File: config.mk
export PLATFORM = sky130hd
export DESIGN_NAME = cache_arbiter
export DESIGN_NICKNAME = d
export VERILOG_FILES = /design/src/rtl/cache_arbiter.sv
export SDC_FILE = /design/constraint.sdc
export NUM_CORES = 1
export LEC_CHECK = 0
export BUFFER_PORTS_ARGS = -buffer_cell sky130_fd_sc_hd__clkbuf_2
export CAP_MARGIN = 20
export CORE_AREA = 2 2 335 337
export CTS_CLUSTER_DIAMETER = 200
export DETAILED_ROUTE_END_ITERATION = 12
export DIE_AREA = 0 0 337 339
export PLACE_DENSITY = 0.3
export SLEW_MARGIN = 30
export SYNTH_ARGS = -nofsm -noshare
export SYNTH_HDL_FRONTEND = slang
export SYNTH_SLANG_ARGS = --single-unit
File: constraint.sdc
create_clock -name clk -period 4 [get_ports clk]
set_clock_uncertainty 0.05 [all_clocks]
set_input_delay 0.6 -clock clk [delete_from_list [all_inputs] [get_ports clk]]
set_output_delay 0.6 -clock clk [all_outputs]
set_load 0.02 [all_outputs]
File: src/rtl/cache_arbiter.sv
// cache_arbiter: shares one downstream wishbone slave port between the
// I-cache (master 0) and D-cache (master 1) memory-side wishbone masters.
//
// Ports:
//   clk, rst                 clock, synchronous active-high reset
//   mN_adr/dat_m/sel         master N request fields (N = 0 I-cache, 1 D-cache)
//   mN_cyc/stb/we            master N cycle, strobe, write-enable
//   mN_dat_s/ack/rty         master N response (read data, done, stalled)
//   s_adr/dat_m/sel          downstream request fields
//   s_cyc/stb/we             downstream cycle, strobe, write-enable
//   s_dat_s/ack/rty          downstream response
module cache_arbiter #(
    parameter int ADR_W = 12,
    parameter int DAT_W = 128,
    parameter int SEL_W = 16
) (
    input  logic             clk,
    input  logic             rst,

    input  logic [ADR_W-1:0] m0_adr,
    input  logic [DAT_W-1:0] m0_dat_m,
    input  logic [SEL_W-1:0] m0_sel,
    input  logic             m0_cyc,
    input  logic             m0_stb,
    input  logic             m0_we,
    output logic [DAT_W-1:0] m0_dat_s,
    output logic             m0_ack,
    output logic             m0_rty,

    input  logic [ADR_W-1:0] m1_adr,
    input  logic [DAT_W-1:0] m1_dat_m,
    input  logic [SEL_W-1:0] m1_sel,
    input  logic             m1_cyc,
    input  logic             m1_stb,
    input  logic             m1_we,
    output logic [DAT_W-1:0] m1_dat_s,
    output logic             m1_ack,
    output logic             m1_rty,

    output logic [ADR_W-1:0] s_adr,
    output logic [DAT_W-1:0] s_dat_m,
    output logic [SEL_W-1:0] s_sel,
    output logic             s_cyc,
    output logic             s_stb,
    output logic             s_we,
    input  logic [DAT_W-1:0] s_dat_s,
    input  logic             s_ack,
    input  logic             s_rty
);

    typedef enum logic [1:0] {
        IDLE   = 2'd0,
        GRANT0 = 2'd1,
        GRANT1 = 2'd2
    } state_t;

    state_t state;
    logic   prio;   // 0: master 0 wins a tie, 1: master 1 wins a tie

    logic req0;
    logic req1;
    logic g0;
    logic g1;

    // A granted master simply keeps waiting on a downstream retry.
    logic s_rty_unused;
    assign s_rty_unused = s_rty;

    assign req0 = m0_cyc & m0_stb;
    assign req1 = m1_cyc & m1_stb;

    always_ff @(posedge clk) begin
        if (rst) begin
            state <= IDLE;
            prio  <= 1'b0;
        end else begin
            unique case (state)
                IDLE: begin
                    if (req0 && (!req1 || !prio)) begin
                        state <= GRANT0;
                    end else if (req1) begin
                        state <= GRANT1;
                    end
                end
                GRANT0: begin
                    // Abort leaves the tie-break untouched.
                    if (!m0_cyc) begin
                        state <= IDLE;
                    end else if (s_ack) begin
                        state <= IDLE;
                        prio  <= 1'b1;
                    end
                end
                GRANT1: begin
                    if (!m1_cyc) begin
                        state <= IDLE;
                    end else if (s_ack) begin
                        state <= IDLE;
                        prio  <= 1'b0;
                    end
                end
                default: state <= IDLE;
            endcase
        end
    end

    // Gating with rst drops any in-flight ack during the reset cycle.
    assign g0 = (state == GRANT0) && !rst;
    assign g1 = (state == GRANT1) && !rst;

    assign s_adr   = g0 ? m0_adr   : (g1 ? m1_adr   : '0);
    assign s_dat_m = g0 ? m0_dat_m : (g1 ? m1_dat_m : '0);
    assign s_sel   = g0 ? m0_sel   : (g1 ? m1_sel   : '0);
    assign s_cyc   = (g0 & m0_cyc) | (g1 & m1_cyc);
    assign s_stb   = (g0 & m0_stb) | (g1 & m1_stb);
    assign s_we    = (g0 & m0_we)  | (g1 & m1_we);

    assign m0_dat_s = s_dat_s;
    assign m1_dat_s = s_dat_s;

    assign m0_ack = g0 & s_ack;
    assign m1_ack = g1 & s_ack;

    assign m0_rty = req0 & ~m0_ack;
    assign m1_rty = req1 & ~m1_ack;

endmodule

==> impl_metrics.py, run 1 <==
metrics = {
    "synthesis": {
        "yosysWarnings": 0,
        "syn_nets": 928,
        "synth_area_leaders": "buf_4 (52%), a22o_1 (38%), buf_2 (3.7%)",
        "synth_edf_count": 0,
        "async_flop_share": 0,
        "yosys.area.top_type": "buf_4",
        "synth_common_cells": "buf_4 (256), a22o_1 (158), buf_2 (27)",
        "yosysMostFrequentCell": "buf_4",
        "postSynthCellCount": 478,
        "synth_top_area_share": 0.521,
        "ys_ff_latch": 3,
        "synth_cell_types": 19,
        "syn_avg_cell_area_um2": 7.72,
        "synth_ff_type": "dfxtp_1",
        "ys_seq_area_frac": 0.0163,
        "syn_area_um2": 3690,
    },
    "route": {
        "first_pass_iters": 4,
        "avgRoutedWirePerCell_um": 17.1,
        "drc_errors": 0,
        "ant_nets": 0,
        "via_count": 4433,
        "wl_um": 37000,
        "drt-initial-drc-count": 106,
        "vias_per_cell": 2.04,
    },
    "timing": {
        "setup-tns-final_ps": 0,
        "period_share": 0.686,
        "setup_viol": 0,
        "min_period_ps": 2740,
        "layout_setup_ws_ps": 1260,
        "tightest_slew_ps": 520,
        "hold_violations": 0,
        "fmax_mhz": 365,
        "finalMaxSlewViolations": 0,
        "rsz0062_at_grt": "false",
        "slew_headroom": 0.653,
    },
    "floorplanning": {
        "boundaryPins": 869,
        "start_util": 0.0334,
        "die_x_um": 337,
        "die_h_um": 339,
        "placementRows": 122,
        "core-area_um2": 110000,
        "dieArea_um2": 114000,
    },
    "pwr": {
        "total_leakage_power_nw": 2.76,
        "p_per_area_nw_per_um2": 101,
        "ir_drop_v": 0.0000710,
    },
    "critical_path": {
        "worst-path-max-fanout": 90,
        "r2r.worst_path.cells": 2,
        "cp-end-kind": "primary output",
        "crit_required_ps": 3350,
        "worstPathArrival_ps": 2090,
        "startpoint_type": "input port",
        "path_class": "in -> out",
        "regToRegSetupSlack_ps": 2820,
    },
    "clocking": {
        "ctsHoldBuffers": 0,
        "clk_path_buf_depth": 2,
        "clk_pin_slew_ps": 30,
        "postCtsSetupBuffers": 0,
        "cts_tree": "built",
        "worstSkewPairLatency_ps": 220,
        "cts_sinks": 3,
        "cts_resized": 0,
        "numCtsBuffers": 3,
        "clockRootBuffer": "clkbuf_16",
        "cts_max_level": 1,
    },
    "layout": {
        "syn2layout_area_growth_pct": 64.2,
        "drive_gt1_frac": 0.727,
        "finalInstanceArea_um2": 6060,
        "nFillCells": 13200,
        "instances_no_fill": 2168,
        "nets": 1128,
    },
    "worst_hold_path": {
        "holdPathStages": 2,
        "hold_path.class": "reg -> reg",
    },
    "global_routing": {
        "grt_pass1_wl_um": 43800,
        "grt_overflow_total": 0,
        "grt_max_degree": 91,
        "grtUsageTotal": 0.0595,
        "antenna_found_initial": 6,
        "grt_pass1_vias": 4441,
    },
    "flow_run": {
        "drv_cap": 0,
    },
    "placed_design": {
        "place_inst": 2161,
        "pre_cts_slack_ps": 1240,
        "gp_congestion": 0.723,
        "dp_hpwl_um": 34300,
        "port_buffers": 483,
        "place_area_um2": 5970,
    },
    "run_status": {
        "status": "finished, final reports clean",
    },
}
==> cell usage in the layout (no fill, tap or decap), types with 3 or more instances in the layout <==
cell type | netlist | routed
dfxtp_1 | 3 | 3
clkbuf_16 | 0 | 3
nor2_1 | 3 | 3
clkbuf_2 | 0 | 483
a21oi_1 | 3 | 3
buf_12 | 0 | 4
diode_2 | 0 | 3
nand3b_1 | 3 | 3
a22o_1 | 158 | 158
==> cell type report <==
type | count | area, um^2 | share of cell area
sequential | 3 | 60.1 | 0.00992
clock buffer | 4 | 78.8 | 0.0130
timing repair buffer | 487 | 2500 | 0.412
antenna | 3 | 7.51 | 0.00124
tap | 1488 | 1860 | 0.307
multi-input combinational | 182 | 1550 | 0.255
inverter | 1 | 3.75 | 0.000620
==> power breakdown <==
| part | internal, mW | switching (mW) | leakage [nW] |
|---|---|---|---|
| Sequential | 0.0313 | 0.00266 | 0.0244 |
| Combinational | 0.188 | 0.234 | 2.69 |
| Clock | 0.131 | 0.0267 | 0.0382 |
| Total | 0.350 | 0.263 | 2.76 |
==> registers in the layout, summed over array words and instances, names as in the netlist <==
register	flops
prio	1
state	2
==> routing by layer <==
layer	routed length, um	global-route usage
met3	4830	0.0294
met1	13800	0.0637
met4	1640	0.0232
met5	13	0
met2	16700	0.0996
==> kinds of logic (layout without fill, tap and decap cells) <==
| family | after synthesis | after routing | synth area share |
|---|---|---|---|
| AO/OA/AOI/OAI | 163 | 163 | 0.383 |
| AND/OR/NAND/NOR | 19 | 19 | 0.0332 |
| flip-flops | 3 | 3 | 0.0163 |
| buffers and inverters | 293 | 492 | 0.568 |
| other | 0 | 3 | 0 |
==> final timing paths <==
check,start,end
max,rst,s_dat_m[86]
min reg2reg,prio,prio
max reg2reg,state[0],state[0]
min,prio,prio
==> worst max-delay path: stages <==
cell and delay (ps):
clkbuf_2 180, nor3b_4 310, buf_12 330, a22o_1 300, clkbuf_2 230
==> metrics by stage <==
step	total power [mW]	hold slack [ps]	utilization
floorplan	0.557	457	-
global placement	0.471	503	0.0541
detailed placement	0.469	502	0.0541
CTS	0.631	507	0.0548
global route	0.658	543	0.0548
finish	0.613	506	0.0549
Note: power is estimated with default switching activity, not from simulation.
==> run 2, diff against run 1 <==
==> constraint.sdc (replaced) <==
create_clock -name clk -period 2.4 [get_ports clk]
set_clock_uncertainty 0.05 [all_clocks]
set_input_delay 0.36 -clock clk [delete_from_list [all_inputs] [get_ports clk]]
set_output_delay 0.36 -clock clk [all_outputs]
set_load 0.02 [all_outputs]
==> run 2 against run 1 <==
Net effect:
- cell area up 6.7%
- hold slack lost 97 ps
- clock power grew 72%
- clock-buffer cell count did not move
- first-iteration DRC count is 16% higher
- worst setup slack worse by 1100 ps
- combinational power increased by 80%
- critical endpoint is now s_dat_m[70]
- register-to-register slack got worse by 1600 ps
- utilization up 0.37 points
- via count increased by 1.6%
- global-route usage increased by 0.21 points
- critical path type is now reg -> out
==> impl_metrics.py, run 2 (synthesis gave the netlist of run 1 again) <==
metrics = {
    "pwr": {
        "power_mw": 1.08,
        "total_leakage_power_nw": 2.92,
        "p_per_area_nw_per_um2": 168,
        "ir_drop_v": 0.000169,
    },
    "clocking": {
        "cts_sinks": 3,
        "clockRootBuffer": "clkbuf_16",
        "cts_max_level": 1,
        "clk_path_buf_depth": 2,
        "cts_tree": "built",
        "worstSkewPairLatency_ps": 230,
        "numCtsBuffers": 3,
        "clk_pin_slew_ps": 30,
    },
    "floorplanning": {
        "core-area_um2": 110000,
        "boundaryPins": 869,
        "dieArea_um2": 114000,
        "start_util": 0.0334,
        "die_h_um": 339,
        "die_x_um": 337,
        "placementRows": 122,
    },
    "route": {
        "drc_errors": 0,
        "first_pass_iters": 4,
        "vias_per_cell": 2.06,
        "via_count": 4502,
        "ant_nets": 0,
        "wl_um": 38100,
        "avgRoutedWirePerCell_um": 17.4,
        "drt-initial-drc-count": 123,
    },
    "critical_path": {
        "worst-path-max-fanout": 25,
        "worstPathArrival_ps": 1870,
        "crit_required_ps": 1990,
        "cp-end-kind": "primary output",
        "path_class": "reg -> out",
        "startpoint_type": "flop",
    },
    "layout": {
        "nets": 1145,
        "drive_gt1_frac": 0.738,
        "largest_register_ffs": 2,
        "nFillCells": 13100,
        "finalInstanceArea_um2": 6460,
        "multi_input_area_um2": 1560,
        "final_cell_mix": "clkbuf_2 (467), a22o_1 (157), buf_12 (20), buf_4 (14)",
        "syn2layout_area_growth_pct": 75.1,
        "regMostFlops": "state",
        "ff_latch_area_um2": 62.6,
        "final_common_cell": "clkbuf_2",
        "reg.largest.list": "state: 2 flops, prio: 1 flops",
    },
    "global_routing": {
        "use_met3": 0.0319,
        "antenna_found_initial": 7,
        "grt_overflow_total": 0,
        "grtUsageMet2": 0.104,
        "grtUsageTotal": 0.0616,
        "grt-busiest-layer": "met2",
        "grt_pass1_wl_um": 45800,
        "grt_max_degree": 50,
        "grt_pass1_vias": 4575,
        "met1_usage": 0.0654,
    },
    "timing": {
        "fmax_mhz": 438,
        "rsz0062_at_grt": "false",
        "tightest_slew_ps": 316,
        "hold_violations": 0,
        "min_period_ps": 2280,
        "finalMaxSlewViolations": 0,
        "setup-tns-final_ps": 0,
        "slew_headroom": 0.789,
        "period_share": 0.951,
        "setup_viol": 0,
    },
    "placed_design": {
        "dp_hpwl_um": 35000,
        "port_buffers": 483,
        "place_area_um2": 6300,
        "gp_congestion": 0.729,
    },
    "flow_run": {
        "drv_cap": 0,
    },
    "worst_hold_path": {
        "hold_path.class": "in -> reg",
    },
    "run_status": {
        "status": "finished, final reports clean",
    },
}
## run 2: cell types whose count changed in the layout (fill, tap and decap cells not counted)
cell       previous run  this run
a22o_1              158       157
clkbuf_2            483       467
dfxtp_1               3         1
clkbuf_4              0         2
a22o_4                0         1
dfxtp_2               0         2
buf_12                4        20
buf_4                 0        14
bufbuf_16             0         1
## run 2: final timing paths
kind	from	endpoint	slack, ps	depth (start not counted)
hold reg to reg	state[0]	state[1]	490	1
setup / recovery	state[0]	s_dat_m[70]	120	6
setup reg to reg	state[1]	state[0]	1240	2
hold / removal	rst	state[0]	410	2
## run 2: report_power, final
group	switching, mW	internal (mW)	leakage, nW
sequential	0.00419	0.0525	0.0253
combinational	0.404	0.352	2.86
clock	0.0517	0.220	0.0382
## run 2: cell type report
type,count,area share
Timing Repair Buffer,504,0.447
Inverter,1,0.000581
Tap cell,1488,0.288
Sequential cell,3,0.00968
Multi-Input combinational cell,182,0.241
Clock buffer,4,0.0122
Antenna cell,3,0.00116
## run 2: metal layers
metal  up-vias  share of wire
li1       1917              -
met1      1976           0.37
met2       534           0.46
met3        71           0.13
met4         4          0.036
met5         -        0.00071
## run 2: critical path, cell delays in order, from the launching register on
cell      delay (ps)
dfxtp_2          420
nor3b_4          220
buf_4            170
buf_12           170
buf_12           200
a22o_1           220
clkbuf_2         200
## run 2: timing repair
| item | 4_1_cts | 5_1_grt |
|---|---|---|
| gates cloned | 1 | 0 |
| setup endpoints to repair | 11 | 1 |
| hold buffers | 0 | 0 |
| pin swaps | 0 | 0 |
| gates resized for setup | 4 | 1 |
| endpoints found under the hold margin | 0 | 0 |
| buffers inserted | 3 | 0 |
## run 2: per-stage QoR
step	cells	setup WS, ps	utilization	hold WS, ps
2_1_floorplan	478	533	-	457
3_3_place_gp	2174	183	0.0571	502
3_5_place_dp	2174	185	0.0571	493
4_1_cts	2182	98.6	0.0584	415
5_1_grt	2183	6.69	0.0585	436
6_report	2185	117	0.0585	409
